### src/rtl/uart_pkg.sv
// Shared types and constants for the UART receive path.
package uart_pkg;

    // Receiver frame-walk states
    typedef enum logic [2:0] {
        IDLE,
        START,
        DATA,
        PARITY,
        STOP
    } rx_state_t;

    // 9600 baud from a 50 MHz system clock
    localparam logic [15:0] DEFAULT_DIVISOR = 16'd5208;

    // Smallest divisor that still leaves a non-zero full-bit reload
    localparam logic [15:0] MIN_DIVISOR = 16'd2;

    // Clamp a requested divisor into the range the bit counter can handle
    function automatic logic [15:0] clamp_divisor(input logic [15:0] div);
        return (div < MIN_DIVISOR) ? MIN_DIVISOR : div;
    endfunction

endpackage

### src/rtl/uart_rx_if.sv
// Holding-register handshake and error pulses from the UART receiver.
interface uart_rx_if #(
    parameter int unsigned DATA_BITS = 8
);

    logic [DATA_BITS-1:0] rx_data;
    logic                 rx_valid;
    logic                 rx_ready;
    logic                 frame_err;
    logic                 parity_err;
    logic                 overrun;

    // Receiver side: owns the word and the status pulses
    modport master (
        output rx_data,
        output rx_valid,
        output frame_err,
        output parity_err,
        output overrun,
        input  rx_ready
    );

    // Consumer side: reads the word and accepts it
    modport slave (
        input  rx_data,
        input  rx_valid,
        input  frame_err,
        input  parity_err,
        input  overrun,
        output rx_ready
    );

endinterface

### src/rtl/uart_sync2.sv
// Two-flop synchronizer for a single asynchronous level input.
module uart_sync2 #(
    parameter bit RESET_VAL = 1'b1
) (
    input  logic clk,
    input  logic rst,
    input  logic d,
    output logic q
);

    logic meta_q;

    // Two back-to-back flops; reset forces both to the idle level
    always_ff @(posedge clk) begin
        if (rst) begin
            meta_q <= RESET_VAL;
            q      <= RESET_VAL;
        end else begin
            meta_q <= d;
            q      <= meta_q;
        end
    end

endmodule

### src/rtl/uart_rx.sv
// UART receiver: mid-bit sampling of 8N1/8E1/8O1 frames into a
// one-entry holding register with a valid/ready handshake.
module uart_rx
    import uart_pkg::*;
#(
    parameter int unsigned DATA_BITS  = 8,
    parameter bit          PARITY_EN  = 1'b0,
    parameter bit          PARITY_ODD = 1'b0
) (
    input  logic        clk,
    input  logic        rst,
    input  logic        rxd,
    input  logic [15:0] baud_divisor,
    output logic        rx_idle,
    uart_rx_if.master   bus
);

    localparam logic [2:0] LastBit = 3'(DATA_BITS - 1);

    logic                 rxd_s;
    logic                 rxd_prev_q;
    logic                 start_det;
    logic                 bit_tick;
    logic                 stop_sample;
    logic                 par_exp;
    logic                 accept;
    logic [15:0]          div_in;

    rx_state_t            state_q, state_d;
    logic [15:0]          cnt_q, cnt_d;
    logic [15:0]          div_q, div_d;
    logic [2:0]           bit_cnt_q, bit_cnt_d;
    logic [DATA_BITS-1:0] shift_q, shift_d;
    logic                 par_err_q, par_err_d;
    logic                 armed_q, armed_d;

    logic [DATA_BITS-1:0] data_q, data_d;
    logic                 valid_q, valid_d;
    logic                 ferr_q, ferr_d;
    logic                 perr_q, perr_d;
    logic                 ovr_q, ovr_d;

    uart_sync2 #(
        .RESET_VAL (1'b1)
    ) u_sync (
        .clk (clk),
        .rst (rst),
        .d   (rxd),
        .q   (rxd_s)
    );

    assign start_det = rxd_prev_q & ~rxd_s;
    assign bit_tick  = (cnt_q == 16'd0);
    assign div_in    = clamp_divisor(baud_divisor);
    // Expected line value of the parity bit for the shifted word
    assign par_exp   = (^shift_q) ^ PARITY_ODD;
    assign accept    = valid_q & bus.rx_ready;

    // Frame walker: divisor latch, bit timing, data shift and parity check
    always_comb begin
        state_d     = state_q;
        cnt_d       = cnt_q;
        div_d       = div_q;
        bit_cnt_d   = bit_cnt_q;
        shift_d     = shift_q;
        par_err_d   = par_err_q;
        stop_sample = 1'b0;

        if (state_q != IDLE) begin
            cnt_d = cnt_q - 16'd1;
        end

        case (state_q)
            IDLE: begin
                if (start_det && armed_q) begin
                    state_d   = START;
                    div_d     = div_in;
                    // First sample lands half a bit in, at the centre of the start bit
                    cnt_d     = (div_in >> 1) - 16'd1;
                    bit_cnt_d = '0;
                    par_err_d = 1'b0;
                end
            end
            START: begin
                if (bit_tick) begin
                    cnt_d   = div_q - 16'd1;
                    // Line back high at mid-start means a glitch, not a frame
                    state_d = rxd_s ? IDLE : DATA;
                end
            end
            DATA: begin
                if (bit_tick) begin
                    cnt_d   = div_q - 16'd1;
                    shift_d = {rxd_s, shift_q[DATA_BITS-1:1]};
                    if (bit_cnt_q == LastBit) begin
                        state_d = PARITY_EN ? PARITY : STOP;
                    end else begin
                        bit_cnt_d = bit_cnt_q + 3'd1;
                    end
                end
            end
            PARITY: begin
                if (bit_tick) begin
                    cnt_d   = div_q - 16'd1;
                    state_d = STOP;
                    if (rxd_s != par_exp) begin
                        par_err_d = 1'b1;
                    end
                end
            end
            STOP: begin
                if (bit_tick) begin
                    // Straight back to IDLE so a following start edge is caught
                    stop_sample = 1'b1;
                    state_d     = IDLE;
                end
            end
            default: begin
                state_d = IDLE;
            end
        endcase
    end

    // Break guard: a low stop bit disarms until the line is seen high again
    always_comb begin
        armed_d = armed_q;
        if (stop_sample && !rxd_s) begin
            armed_d = 1'b0;
        end else if (rxd_s) begin
            armed_d = 1'b1;
        end
    end

    // Holding register, accept handling and one-cycle status pulses
    always_comb begin
        data_d  = data_q;
        valid_d = valid_q & ~accept;
        ferr_d  = 1'b0;
        perr_d  = 1'b0;
        ovr_d   = 1'b0;
        if (stop_sample) begin
            ferr_d = ~rxd_s;
            perr_d = par_err_q;
            // Word is delivered even with a framing or parity error
            if (!valid_d) begin
                data_d  = shift_q;
                valid_d = 1'b1;
            end else begin
                ovr_d = 1'b1;
            end
        end
    end

    // Frame-walker state registers
    always_ff @(posedge clk) begin
        if (rst) begin
            state_q    <= IDLE;
            cnt_q      <= '0;
            div_q      <= DEFAULT_DIVISOR;
            bit_cnt_q  <= '0;
            shift_q    <= '0;
            par_err_q  <= 1'b0;
            armed_q    <= 1'b1;
            rxd_prev_q <= 1'b1;
        end else begin
            state_q    <= state_d;
            cnt_q      <= cnt_d;
            div_q      <= div_d;
            bit_cnt_q  <= bit_cnt_d;
            shift_q    <= shift_d;
            par_err_q  <= par_err_d;
            armed_q    <= armed_d;
            rxd_prev_q <= rxd_s;
        end
    end

    // Output-side registers
    always_ff @(posedge clk) begin
        if (rst) begin
            data_q  <= '0;
            valid_q <= 1'b0;
            ferr_q  <= 1'b0;
            perr_q  <= 1'b0;
            ovr_q   <= 1'b0;
        end else begin
            data_q  <= data_d;
            valid_q <= valid_d;
            ferr_q  <= ferr_d;
            perr_q  <= perr_d;
            ovr_q   <= ovr_d;
        end
    end

    assign rx_idle        = (state_q == IDLE);
    assign bus.rx_data    = data_q;
    assign bus.rx_valid   = valid_q;
    assign bus.frame_err  = ferr_q;
    assign bus.parity_err = perr_q;
    assign bus.overrun    = ovr_q;

endmodule

### src/flat_wrapper.sv
// flat-port wrapper written by rule: the top's interface ports become plain ports
module uart_rx_flat import uart_pkg::*;
#(
    parameter int unsigned DATA_BITS  = 8,
    parameter bit          PARITY_EN  = 1'b0,
    parameter bit          PARITY_ODD = 1'b0
)
  (clk, rst, rxd, baud_divisor, rx_idle, bus_rx_data, bus_rx_valid, bus_frame_err, bus_parity_err, bus_overrun, bus_rx_ready);
  uart_rx_if #(.DATA_BITS(DATA_BITS)) bus_i ();
  input  logic clk;
  input  logic rst;
  input  logic rxd;
  input  logic [15:0] baud_divisor;
  output logic rx_idle;
  output wire logic [$bits(bus_i.rx_data)-1:0] bus_rx_data;
  output wire logic [$bits(bus_i.rx_valid)-1:0] bus_rx_valid;
  output wire logic [$bits(bus_i.frame_err)-1:0] bus_frame_err;
  output wire logic [$bits(bus_i.parity_err)-1:0] bus_parity_err;
  output wire logic [$bits(bus_i.overrun)-1:0] bus_overrun;
  input wire logic [$bits(bus_i.rx_ready)-1:0] bus_rx_ready;
  assign bus_rx_data = bus_i.rx_data;
  assign bus_rx_valid = bus_i.rx_valid;
  assign bus_frame_err = bus_i.frame_err;
  assign bus_parity_err = bus_i.parity_err;
  assign bus_overrun = bus_i.overrun;
  assign bus_i.rx_ready = bus_rx_ready;
  uart_rx #(.DATA_BITS(DATA_BITS), .PARITY_EN(PARITY_EN), .PARITY_ODD(PARITY_ODD)) u_core (.clk(clk), .rst(rst), .rxd(rxd), .baud_divisor(baud_divisor), .rx_idle(rx_idle), .bus(bus_i));
endmodule
### config.mk
export PLATFORM = sky130hd
export DESIGN_NAME = uart_rx_flat
export DESIGN_NICKNAME = d
export VERILOG_FILES = /design/src/rtl/uart_pkg.sv /design/src/rtl/uart_rx_if.sv /design/src/rtl/uart_sync2.sv /design/src/rtl/uart_rx.sv /design/src/flat_wrapper.sv
export SDC_FILE = /design/constraint.sdc
export NUM_CORES = 1
export LEC_CHECK = 0
export BUFFER_PORTS_ARGS = -buffer_cell sky130_fd_sc_hd__clkbuf_2
export CAP_MARGIN = 30
export CORE_ASPECT_RATIO = 1.75
export CORE_MARGIN = 5
export CORE_UTILIZATION = 54
export DETAILED_ROUTE_END_ITERATION = 12
export PLACE_DENSITY = 0.76
export RECOVER_POWER = 50
export SKIP_CTS_REPAIR_TIMING = 1
export SYNTH_ARGS = -nofsm -noshare
export SYNTH_HDL_FRONTEND = slang
export SYNTH_SLANG_ARGS = --single-unit
### constraint.sdc
create_clock -name clk -period 2.69 [get_ports clk]
set_clock_uncertainty 0.1 [all_clocks]
set_input_delay 0.538 -clock clk [delete_from_list [all_inputs] [get_ports clk]]
set_output_delay 0.538 -clock clk [all_outputs]
set_load 0.02 [all_outputs]
-- Yosys cells after proc, flatten, opt, wreduce, memory -nomap -nowiden
Cells that the tools add are included.
- input port bits: 20
- register bits after elaboration: 63
- logic and storage cells: 86
- output and inout bits: 13
- multiplexer cells: 27
- order comparisons: 1
- bitwise gates (word level): 7
- add/sub/neg operators: 4
- reductions and logical operators: 18
- equality and inequality tests: 14
- operator list (operator ; count):
    $mux 16 ; 4
    $pmux 16 s2 ; 1
    $sub 16x1->16 const B ; 2
    $mux 3 ; 9
    $logic_not 16->1 ; 1
    $lt 16x2->1 const B ; 1
    $sub 15x1->16 const B ; 1
    $pmux 3 s5 ; 1
    $ne 2x1->1 const B ; 7
    $mux 1 ; 9
    $reduce_and 4->1 ; 2
    $reduce_xor 8->1 ; 1
    $eq 3x2->1 const B ; 2
    $eq 3x3->1 const B ; 2
    $pmux 3 s2 ; 1
    $reduce_and 2->1 ; 3
    $reduce_and 6->1 ; 1
    $reduce_bool 2->1 ; 3
    $not 1->1 ; 4
    $add 3x1->3 const B ; 1
    $and 1x1->1 ; 3
    $eq 3x1->1 const B ; 1
    $logic_not 3->1 ; 1
    $reduce_bool 3->1 ; 1
    8 further kinds ; 9

-- Longest topological paths before layout
- word-level depth: 5
- mapped depth: 9
- mapped depth without buffers: 8

-- Hierarchy
A second synthesis with hierarchy kept.
- cells, all modules: 427
- area, all modules: 3448.3 µm²
- modules (own cells, without submodules) (module ; cells each ; sequential area each (µm²) ; times used ; area an instance (µm²)):
    uart_rx ; 423 ; 1221.2 ; 1 ; 3395.8
    uart_sync2 ; 4 ; 40.0 ; 1 ; 52.6

-- Worst setup path before layout
Ideal clock, no wire load.
- path type: input to register
- start point: in baud_divisor[5]
- end point: reg u_core.cnt_q[10]
- slack: -0.084 ns
- setup time: 0.070 ns
- required time: 2.520 ns
- data arrival time: 2.603 ns
- stages: 9
- path buffers: 1
- cell sequence: clkbuf_1 > nor3_1 > a41oi_1 > ha_1 > nor3b_1 > a31oi_1 > a311oi_1 > or3_1 > a21oi_1
- longest elaborated chain between the ends: 5
- ends and longest elaborated chain (element ; line ; text):
    start: declaration ; flat_wrapper.sv:13 ; input logic [15:0] baud_divisor;
    $lt 16x2->1 ; uart_pkg.sv:21 ; return (div < MIN_DIVISOR) ? MIN_DIVISOR : div;
    $mux 16 * ; uart_pkg.sv:21 ;
    $sub 15x1->16 * ; uart_rx.sv:79 ; cnt_d = (div_in >> 1) - 16'd1;
    $mux 16 * ; uart_rx.sv:75 ; if (start_det && armed_q) begin
    $pmux 16 s2 * ; uart_rx.sv:73 ; case (state_q)
    end signal: assignment ; uart_rx.sv:167 ; cnt_q <= cnt_d;
    end: declaration ; uart_rx.sv:30 ; logic [15:0] cnt_q, cnt_d;
Mark *: on every way between the ends. The rest lies on a longest branch, timed or not.
A chain may end at the register's enable or synchronous reset.

-- Worst setup path after layout
- start point: reg u_core.cnt_q[0]
- end point: reg u_core.cnt_q[14]
- longest elaborated chain between the ends: 4
- elaborated cells between the ends (all ways): 6
- classes of those cells: 1 x add/sub; 4 x mux; 1 x reduce/logical
- ends and longest elaborated chain (element ; line ; text):
    $sub 16x1->16 ; uart_rx.sv:70 ; cnt_d = cnt_q - 16'd1;
    $mux 16 ; uart_rx.sv:69 ; if (state_q != IDLE) begin
    $mux 16 (on tied branches) ; n/a ;
    $pmux 16 s2 * ; uart_rx.sv:73 ;
Marks and branches as above.

==> results.md <==
* Vias at between 3,000 and 4,000
* RD Place Congestion at between 0.9 and 1
* Hold Path Class: in2reg
* Site Rows at 39
* First-pass GRT wire length at between 15,000 and 20,000 um
* Final setup viols at 0
* Synthesized flop and latch total at 63
* RR Startpoint: u_core.cnt_q[0]
* GRT busiest layer: met2
* Clock Path Buffers at 2
* Post-DRT Antenna Nets at 0
* Sink Count at 63
* Minimum clock period at about 2.5 ns
* Worst Tran Pin Value at a little over 0.9 ns
* Met3 Usage GRT at around 5.9%
* DRT Pass-1 Iters at 4
* Initial antenna violation count at 0
* Die width at between 70 and 80 um
* P_leak at about 1.5 nW
* Clock share of power at between 40% and 50%
* Layout Utilization at approximately 67%
* Die height at roughly 120 um
* Internal power at 1.99 mW
* Yosys top cell by area: dfxtp_1
* Final hold slack at 0.282 ns
* DP Cell Count at around 560
* CTS Buf Count at 9
* Fraction of registers with async set/reset at 0%
* RSZ-0062 raised after global routing: false
* Avg Cell Area, Syn at a little over 8 sq um
* Ranking of synthesized cells by area: dfxtp_1 (35%), mux2i_1 (5.5%), xnor2_1 (5.3%)
* Combinational power share at ~16%
* Largest net degree at the start of global routing at 36
* HP Start: rxd
* CTS H-tree depth at 3
* CTS tree: done
* Area Growth Syn to Fin at 20.2%
* Number of synthesized flops with an enable pin at 0
* Clock latency on the worst-skew pair at ~0.34 ns
* Number of DRC markers in iteration 0 at 233
* Final Hold Vio Count at 0
* Status: completed
* Worst setup EP type: flip-flop
* Syn Nets at around 470
* Layout cells sized above 1 at between 10% and 20%
* Synth Cell Area at 3640 sq um
* DP HPWL at 7850 um
* Clock-pin slew on the worst setup and hold paths at 0.06 ns
* Max-slew violation count at 0
* Slew HR at between 30 and 40%
* Sw power at 0.751 mW
* Crit share post-route at 93.7%
* Layout filler cell count at 530
* Overall Global Routing Usage at around a quarter
* Vias per std cell at just over 6
* Commonest non-fill, non-tap cell in the layout: dfxtp_1
* CTS Root Cell: clkbuf_16
* Max-cap check violation count at 0
* Synth Flop Type: dfxtp_1
* Full die area at 8550 sq um
* Sequential element share of the synthesized area at 34.7%
* Post-layout total power at approximately 2.7 mW
* ANT cells at 0
* Ys Warns at 0
* Final TNS setup at 0 ns
* Startpoint types: flip-flop
* Initial Util at 55.7%
* CP Class: reg2reg
* Critical-path maximum fanout at 11
* Grt met1 use at between 20% and 30%
* Synth top area share at 34.7%
* Most frequent cells in the layout: dfxtp_1 (63), nand2_1 (48), nor2_1 (44)
* Gr ovfl total at 0
* Post-Syn Instances at ~440
* DRC Markers at 0
* Sw Share at a little over a quarter
* Vias in the first global route at roughly 3,500
* Critical path data arrival time at about 2.7 ns
* Input/output buffers at 32
* Final instance count without filler cells at 580
* Required time of the critical path at 2.85 ns
* Start point of the critical path: u_core.cnt_q[0]
* Peak VDD IR at just under 0.0006 V
* Core box area at ~6500 sq um
* F_max at around 400 MHz
* Pwr Density at about 630 nW/um^2
* Drt wl/cell at about 17 um
* Synth cell types at 59
* Grt met2 use at between 40% and 50%
* Final wirelength at between 10,000 and 15,000 um
* Final net count at roughly 520
* Sequential power share at 37.2%
* IO Count at 33
[area by class of cell]
type / instances / area [sq um] / area share [%]
Sequential cell: 63 / 1260 / 28.8
Timing Repair Buffer: 66 / 394 / 9.01
Inverter: 8 / 30.0 / 0.686
Multi-Input combinational cell: 345 / 2250 / 51.5
Clock buffer: 10 / 239 / 5.46
Tap cell: 82 / 103 / 2.35
Clock inverter: 6 / 92.6 / 2.12
[per-stage QoR]
step,setup WS (ns),cell area (sq um)
after floorplan,0.0315,3650
after global placement,-0.0850,4060
after detailed placement,-0.161,4060
after CTS,0.192,4390
after global routing,0.0100,4370
final,0.170,4370
[flip-flops by register name, indices dropped and copies added (netlist names)]
name and flops:
u_core.state_q 3, u_core.armed_q 1, u_core.rxd_prev_q 1, u_core.bus.frame_err 1, u_core.div_q 16, u_core.bus.rx_valid 1
u_core.cnt_q 16, u_core.bus.parity_err 1, u_core.u_sync.q 1, u_core.bit_cnt_q 3, u_core.u_sync.meta_q 1, u_core.bus.overrun 1
u_core.shift_q 8, u_core.bus.rx_data 8, u_core.par_err_q 1
[worst paths after layout]
check | end | slack [ns] | cells after the start
worst max-delay path | u_core.cnt_q[14] | 0.17 | 7
worst min register to register | u_core.u_sync.q | 0.32 | 1
worst min-delay path | u_core.u_sync.meta_q | 0.28 | 2
worst max register to register | u_core.cnt_q[14] | 0.17 | 7
[Yosys cell counts (3+ instances only)]
cell       n
a211oi_1   3
a21boi_0   3
a21oi_1   36
a22oi_1    4
a31oi_1    6
buf_2      8
clkbuf_1  14
dfxtp_1   63
ha_1       6
inv_1      8
mux2_2     3
mux2i_1   20
nand2_1   48
nand3_1    9
nand3b_1   9
nand4_1    8
nor2_1    44
nor3_1    13
nor4_1    14
nor4b_1    4
o211ai_1   3
o21ai_0   17
o31a_1     6
o31ai_1    3
o41ai_1    3
or2_2      4
or3_1     10
or4_1      4
xnor2_1   22
xor2_1     9
[power by group through the flow]
stage,logic (mW),clock network [mW],registers [mW]
6_report,0.445,1.28,1.02
3_5_place_dp,0.438,0,1.04
5_1_grt,0.486,1.33,1.03
2_1_floorplan,0.299,0,1.02
3_3_place_gp,0.432,0,1.04
4_1_cts,0.442,1.29,1.02
[per-layer routing]
metal | share of wire (%) | vias up
met5 | 0 | -
li1 | - | 1719
met3 | 4.5 | 38
met2 | 52 | 108
met4 | 6.3 | 0
met1 | 37 | 1644
[logic make-up after synthesis]
family | synth area share (%)
buf+inv | 4.06
compound gates | 17.5
flops | 34.7
simple gates | 27.8
mux | 6.43
xor+xnor | 7.46
fa+ha+maj | 2.06
[worst max-delay path, stage by stage, from the launching register on]
cell	delay, ns
dfxtp_1	0.39
inv_1	0.09
ha_1	0.22
nor4b_1	0.16
and4_1	0.28
a21oi_1	0.76
o21ai_0	0.23
a31oi_1	0.21
Note: power is estimated with default switching activity, not from simulation.
